[config.mk]
export PLATFORM = sky130hd
export DESIGN_NAME = sprite_blit
export DESIGN_NICKNAME = d
export VERILOG_FILES = /design/src/rtl/sprite_blit_pkg.sv /design/src/rtl/blit_addr_calc.sv /design/src/rtl/sprite_blit.sv
export SDC_FILE = /design/constraint.sdc
export NUM_CORES = 1
export LEC_CHECK = 0
export CAP_MARGIN = 15
export CORE_ASPECT_RATIO = 0.6
export CORE_UTILIZATION = 50
export CTS_BUF_LIST = sky130_fd_sc_hd__clkbuf_16
export CTS_CLUSTER_DIAMETER = 60
export DETAILED_ROUTE_END_ITERATION = 12
export PLACE_DENSITY = 0.73
export SLEW_MARGIN = 20
export SYNTH_ARGS = -nofsm -noshare
export SYNTH_HDL_FRONTEND = slang
export SYNTH_SLANG_ARGS = --single-unit
[constraint.sdc]
create_clock -name clk -period 5.7 [get_ports clk]
set_input_delay 0.855 -clock clk [delete_from_list [all_inputs] [get_ports clk]]
set_output_delay 0.855 -clock clk [all_outputs]
set_load 0.05 [all_outputs]
[src/rtl/sprite_blit_pkg.sv]
// Purpose: shared blitter/display types, default geometry and the blit FSM encoding.
// Latency: n/a (declarations only).
// Backpressure: n/a.
package sprite_blit_pkg;

    // Default geometry: 240x180 RGB444 framebuffer fed from a 240-pixel-stride source
    localparam int FB_W_DEF  = 240;
    localparam int FB_H_DEF  = 180;
    localparam int SRC_W_DEF = 240;
    localparam int PIX_W_DEF = 12;

    localparam int ADDR_W  = 16;
    localparam int COORD_W = 10;

    typedef enum logic [1:0] {
        IDLE  = 2'd0,
        RUN   = 2'd1,
        FLUSH = 2'd2,
        DONE  = 2'd3
    } state_t;

    // Geometry of one blit request, captured on an accepted start
    typedef struct packed {
        logic [COORD_W-1:0] src_h;
        logic [COORD_W-1:0] src_v;
        logic [COORD_W-1:0] dst_h;
        logic [COORD_W-1:0] dst_v;
        logic [COORD_W-1:0] width;
        logic [COORD_W-1:0] height;
    } geom_t;

endpackage

[src/rtl/blit_addr_calc.sv]
// Purpose: linear address of (pivot + offset) in a surface of the given row stride.
// Latency: combinational.
// Backpressure: none; pure function of its inputs.
module blit_addr_calc
    import sprite_blit_pkg::*;
#(
    parameter int STRIDE = SRC_W_DEF
) (
    input  logic [COORD_W-1:0] pivot_h,
    input  logic [COORD_W-1:0] pivot_v,
    input  logic [COORD_W-1:0] off_h,
    input  logic [COORD_W-1:0] off_v,
    output logic [COORD_W:0]   pos_h,
    output logic [COORD_W:0]   pos_v,
    output logic [ADDR_W-1:0]  addr
);

    // Full-width product; the surface wraps modulo 64K, so only the low bits leave
    logic [31:0] full_addr;
    logic        unused_hi;

    // 11-bit sums keep the carry so clipping sees the true coordinate
    assign pos_h     = {1'b0, pivot_h} + {1'b0, off_h};
    assign pos_v     = {1'b0, pivot_v} + {1'b0, off_v};
    assign full_addr = 32'(pos_h) + 32'(STRIDE) * 32'(pos_v);
    assign addr      = full_addr[ADDR_W-1:0];
    assign unused_hi = ^full_addr[31:ADDR_W];

endmodule

[src/rtl/sprite_blit.sv]
// Purpose: copy a width x height rectangle from source memory into the framebuffer with clip and colour key.
// Latency: first source read 1 cycle after start, each write 1 cycle after its read, done 2+W*H cycles after start.
// Backpressure: none; one pixel per cycle, start ignored unless idle.
module sprite_blit
    import sprite_blit_pkg::*;
#(
    parameter int FB_W  = FB_W_DEF,
    parameter int FB_H  = FB_H_DEF,
    parameter int SRC_W = SRC_W_DEF,
    parameter int PIX_W = PIX_W_DEF
) (
    input  logic               clk,
    input  logic               rst,
    input  logic               start,
    input  logic [9:0]         src_pivot_h,
    input  logic [9:0]         src_pivot_v,
    input  logic [9:0]         dst_pivot_h,
    input  logic [9:0]         dst_pivot_v,
    input  logic [9:0]         width,
    input  logic [9:0]         height,
    input  logic               key_en,
    input  logic [PIX_W-1:0]   key_color,
    output logic [15:0]        src_addr,
    input  logic [PIX_W-1:0]   src_data,
    output logic               fb_we,
    output logic [15:0]        fb_addr,
    output logic [PIX_W-1:0]   fb_wdata,
    output logic               busy,
    output logic               done
);

    state_t              state_q, state_d;
    geom_t               geom_q;
    logic                key_en_q;
    logic [PIX_W-1:0]    key_color_q;
    logic [COORD_W-1:0]  x_q, y_q;
    logic                x_last, y_last, accept, zero_req;

    // Write stage: the pixel issued last cycle, whose data arrives this cycle
    logic                wr_pend_q, wr_inb_q;
    logic [ADDR_W-1:0]   wr_addr_q;
    logic                key_hit;

    logic [COORD_W:0]    dst_pos_h, dst_pos_v;
    logic [ADDR_W-1:0]   dst_addr;
    logic [COORD_W:0]    unused_src_pos_h, unused_src_pos_v;

    assign accept   = (state_q == IDLE) && start;
    assign zero_req = (width == '0) || (height == '0);
    assign x_last   = (x_q == geom_q.width  - 10'd1);
    assign y_last   = (y_q == geom_q.height - 10'd1);

    blit_addr_calc #(.STRIDE(SRC_W)) u_src_addr (
        .pivot_h (geom_q.src_h),
        .pivot_v (geom_q.src_v),
        .off_h   (x_q),
        .off_v   (y_q),
        .pos_h   (unused_src_pos_h),
        .pos_v   (unused_src_pos_v),
        .addr    (src_addr)
    );

    blit_addr_calc #(.STRIDE(FB_W)) u_dst_addr (
        .pivot_h (geom_q.dst_h),
        .pivot_v (geom_q.dst_v),
        .off_h   (x_q),
        .off_v   (y_q),
        .pos_h   (dst_pos_h),
        .pos_v   (dst_pos_v),
        .addr    (dst_addr)
    );

    // State register
    always_ff @(posedge clk or posedge rst) begin
        if (rst) state_q <= IDLE;
        else     state_q <= state_d;
    end

    // Next state and status outputs; a zero-area request skips straight to DONE
    always_comb begin
        state_d = state_q;
        busy    = 1'b0;
        done    = 1'b0;
        case (state_q)
            IDLE:    if (start) state_d = zero_req ? DONE : RUN;
            RUN: begin
                busy = 1'b1;
                if (x_last && y_last) state_d = FLUSH;
            end
            FLUSH: begin
                busy    = 1'b1;
                state_d = DONE;
            end
            DONE: begin
                done    = 1'b1;
                state_d = IDLE;
            end
            default: state_d = IDLE;
        endcase
    end

    // Capture the request on accept, then walk x/y in raster order while running
    always_ff @(posedge clk or posedge rst) begin
        if (rst) begin
            geom_q      <= '0;
            key_en_q    <= 1'b0;
            key_color_q <= '0;
            x_q         <= '0;
            y_q         <= '0;
        end else if (accept) begin
            geom_q      <= '{src_h: src_pivot_h, src_v: src_pivot_v,
                             dst_h: dst_pivot_h, dst_v: dst_pivot_v,
                             width: width, height: height};
            key_en_q    <= key_en;
            key_color_q <= key_color;
            x_q         <= '0;
            y_q         <= '0;
        end else if (state_q == RUN) begin
            if (x_last) begin
                x_q <= '0;
                y_q <= y_q + 10'd1;
            end else begin
                x_q <= x_q + 10'd1;
            end
        end
    end

    // Delay the destination address and clip result to line up with returning source data
    always_ff @(posedge clk or posedge rst) begin
        if (rst) begin
            wr_pend_q <= 1'b0;
            wr_inb_q  <= 1'b0;
            wr_addr_q <= '0;
        end else begin
            wr_pend_q <= (state_q == RUN);
            wr_inb_q  <= (dst_pos_h < 11'(FB_W)) && (dst_pos_v < 11'(FB_H));
            wr_addr_q <= dst_addr;
        end
    end

    // Colour key is judged on the data actually returned, so it lives in the write stage
    assign key_hit  = key_en_q && (src_data == key_color_q);
    assign fb_we    = wr_pend_q && wr_inb_q && !key_hit;
    assign fb_addr  = wr_addr_q;
    assign fb_wdata = wr_pend_q ? src_data : '0;

endmodule

==> flow_metrics.py, run 1 <==
metrics = {
    "cts": {
        "cts.clk_slew.worst_paths_ps": 60,
        "cts_sinks": 113,
        "clk_latency_ps": 420,
        "cts_root_buf": "clkbuf_16",
        "cts-buffers-inserted": 17,
        "hold_buffers": 0,
        "htree_levels": 4,
        "cts_tree": "yes",
        "clockBufferDepth": 2,
    },
    "finish": {
        "final_area_sq_mm": 0.0125,
        "antennaDiodeCount": 0,
        "layout-drive-gt1-share_pct": 13.1,
        "fin_nets": 1497,
        "synthToLayoutAreaGrowth_pct": 31.5,
        "seqCellArea_sq_mm": 0.00283,
        "final.fill_count": 1490,
        "multiInputGateArea_sq_mm": 0.00631,
        "final_cells": 1535,
    },
    "placed_design": {
        "dp_hpwl_um": 17300,
        "placed_area_sq_mm": 0.0115,
        "io_buffer_count": 134,
        "place_congestion": 0.829,
        "dp.cells": 1489,
    },
    "grt": {
        "grt_pass1_vias": 7989,
        "grt_overflow_total": 0,
        "antenna_found_initial": 0,
        "grt_max_degree": 100,
        "grt_usage_pct": 25.1,
        "grt_pass1_wl_um": 39300,
    },
    "sta": {
        "setup_viol": 8,
        "min_period_ps": 6500,
        "setup_ws_ps": -796,
        "max_freq_mhz": 154,
        "worst_pin_slew_ps": 1080,
        "rsz0062_at_grt": "true",
        "maxSlewViolCount": 0,
        "timing.hold.ws_ps": 480,
        "hold_violations": 0,
        "max-slew-margin-rel_pct": 28.3,
        "clock_skew_ps": 10.8,
        "period_share_pct": 114,
    },
    "route": {
        "dr.pass1.iters": 8,
        "route.detailed.drc": 12,
        "drt-wirelength-per-cell_um": 15.3,
        "wl_met1_um": 11700,
        "drtIter0Drc": 454,
        "dr.max_layer_used": "met4",
        "dr_total_vias": 8128,
        "detailroute.wirelength.met3_um": 1280,
        "ant_nets": 0,
        "finalWirelength_um": 23400,
        "routed-wl-met2_um": 10200,
        "vias_per_cell": 5.30,
    },
    "critical_path": {
        "r2r-start": "y_q[0]",
        "crit_path_max_incr_delay_ps": 520,
        "rr_endpoint": "fb_addr[15]",
        "startpoint_type": "flip-flop",
        "arrival_ps": 5640,
        "worstPathCellList": "ha_2 -> inv_2 -> fa_2 -> xnor2_2 -> inv_2 -> fa_1 -> inv_2 -> fa_1 -> inv_2 -> fa_2 -> xor2_2 -> fa_1 -> inv_2 -> ha_4 -> o21ai_2 -> nand2b_1 -> nand3_1 -> o21ai_2 -> nand4_1 -> nor3_2 -> xnor2_1 -> xnor3_2 -> buf_12",
        "critPathKind": "reg -> out",
        "critPathMaxFanout": 2,
        "reg2reg_slack_ps": 360,
        "critPathCaptureType": "output port",
        "cp_common_cell": "inv_2",
        "worstSetupStartpoint": "y_q[0]",
        "slowest_stage": "fa_1",
        "endpoint": "src_addr[15]",
        "cp.required_ps": 4850,
        "reg2reg_depth": 21,
    },
    "floorplanning": {
        "ios": 135,
        "rows": 38,
        "initial_core_util_pct": 51.8,
        "die_h_um": 109,
        "fp.coreArea_sq_mm": 0.0183,
        "fp.dieW_um": 180,
        "die_area_sq_mm": 0.0195,
    },
    "yosys": {
        "ys_seq_elements": 113,
        "synth_top_family_by_area": "simple AND/OR/NAND/NOR gates",
        "synth.top_cells.by_area": "dfrtp_1, ha_1, nand2_1, fa_1, xnor2_1",
        "yosys_warnings": 0,
        "ys_types": 73,
        "synth_edf_count": 0,
        "synth_flop_cell": "dfrtp_1",
        "synthSimpleGateAreaFrac_pct": 20.1,
        "synth-xor-area-share_pct": 11.1,
        "synth_top_area_share_pct": 29.8,
        "synth_area_sq_mm": 0.00947,
        "yosys.area.top_type": "dfrtp_1",
        "yosysSeqAreaShare_pct": 29.8,
        "netlist_instances": 1095,
        "syn_nets": 1310,
        "synthMuxAreaShare_pct": 0.541,
        "async_flop_share_pct": 100,
        "postSynthAreaPerCell_sq_um": 8.65,
        "synth_compound_area_share_pct": 12.5,
        "synthAdderAreaFrac_pct": 19.7,
    },
    "power": {
        "p_leak_nw": 6.00,
        "p_total_mw": 2.02,
        "power_density_mw_per_mm2": 162,
        "peakVddDrop_uv": 214,
    },
    "worst_hold_path": {
        "min_path_type": "reg -> reg",
    },
    "job": {
        "maxCapViolCount": 0,
    },
    "outcome": {
        "status": "finished, violations left",
        "violations": "design-rule violations, negative setup slack",
    },
}
## critical path: cells and delay by family (launching register included)
kind,cells,cell delay (ps)
fa+ha+maj,7,2760
xor+xnor,4,840
simple gates,4,590
buf+inv,6,410
flops,1,350
compound gates,2,250
## power by group
group | switching (mW) | internal [mW] | leakage [nW]
clock network | 0.409 | 0.691 | 0.288
logic | 0.0505 | 0.0652 | 4.32
registers | 0 | 0.803 | 1.39
total | 0.459 | 1.56 | 6.00
## per-stage QoR
step	setup WS (ps)	setup TNS [ps]	utilization, %
2_1_floorplan	-203	-407	-
3_3_place_gp	-356	-496	63.1
3_5_place_dp	-500	-1220	63.1
4_1_cts	-880	-3840	67.6
5_1_grt	-993	-5030	68.1
6_report	-796	-3590	68.1
## worst min path at each step
stage	endpoint	cells past startpoint	start
after global routing	key_en_q	2	key_en_q
final	key_en_q	2	key_en_q
after CTS	key_en_q	2	key_en_q
after global placement	key_en_q	2	key_en_q
after floorplan	key_en_q	2	key_en_q
after detailed placement	geom_q[28]	2	geom_q[28]
## cell type report
| class | count | area share [%] |
|---|---|---|
| Timing Repair Buffer | 195 | 15.5 |
| Inverter | 127 | 3.86 |
| Clock buffer | 17 | 3.41 |
| Clock inverter | 15 | 1.47 |
| Tap cell | 240 | 2.41 |
| Multi-Input combinational cell | 828 | 50.7 |
| Sequential cell | 113 | 22.7 |
## synthesized netlist by cell type (4+ instances only)
cell type  count
nor4_1         8
clkbuf_1      21
and2_1        18
o211ai_1       4
nand2_1      221
ha_1          90
nor3b_2        5
nand3_1       11
a21oi_1       37
dfrtp_1      113
o21bai_1       4
a31oi_1        4
xnor2_1       70
nand4_1       11
nor2b_1       12
mux2i_1        4
and3_1        14
fa_1          37
nor3_1        18
o22ai_1        4
o21ai_0       53
inv_1        125
xor2_1        42
nor2_1        57
buf_1          4
o21a_1        10
o21ai_1        7
or3_1          6
a21o_1        19
## logic make-up (layout without fill, tap and decap cells)
logic type,after synthesis,after routing
compound gates,177,177
xor+xnor,115,115
fa+ha+maj,127,127
buf+inv,154,354
flops,113,113
mux,5,5
simple gates,404,404
## state kept, by name, summed over array words and instances, names as in the netlist
| register | cells |
|---|---|
| key_en_q | 1 |
| state_q | 2 |
| geom_q | 60 |
| y_q | 10 |
| wr_inb_q | 1 |
| wr_pend_q | 1 |
| fb_addr | 16 |
| key_color_q | 12 |
| x_q | 10 |
## placed cells by master, fill, tap and decap left out, types with 19 or more instances in the layout
cell type and count:
xor2_1 36, nor2_1 57, buf_4 54, a21oi_1 32, fa_1 35, o21ai_0 49, inv_1 116, clkdlybuf4s50_1 124
a21o_1 19, nand2_1 218, xnor2_1 66, dfrtp_1 113, ha_1 84
## repair_timing
item | 4_1_cts | 5_1_grt
setup buffers | 20 | 9
cloned | 0 | 0
endpoints found under the hold margin | 0 | 0
resized for setup | 31 | 17
pin swaps | 19 | 20
setup endpoints to repair | 8 | 11
## metal layers
| metal | global-route usage, % | up-vias |
|---|---|---|
| met2 | 39.9 | 212 |
| met1 | 35.9 | 3875 |
| li1 | - | 4017 |
| met3 | 4.41 | 24 |
| met5 | 0 | - |
| met4 | 5.36 | 0 |
No activity file was read; power rests on OpenSTA's default activity.
==> inputs of run 2 (changes only) <==
--- a/config.mk
+++ b/config.mk
@@ -9,7 +9,6 @@
 export CORE_ASPECT_RATIO = 0.6
 export CORE_UTILIZATION = 50
 export CTS_BUF_LIST = sky130_fd_sc_hd__clkbuf_16
-export CTS_CLUSTER_DIAMETER = 60
 export DETAILED_ROUTE_END_ITERATION = 12
 export PLACE_DENSITY = 0.73
 export SLEW_MARGIN = 20
==> results of run 2 <==
Final layout, timing and power as in run 1 (identical DEF).
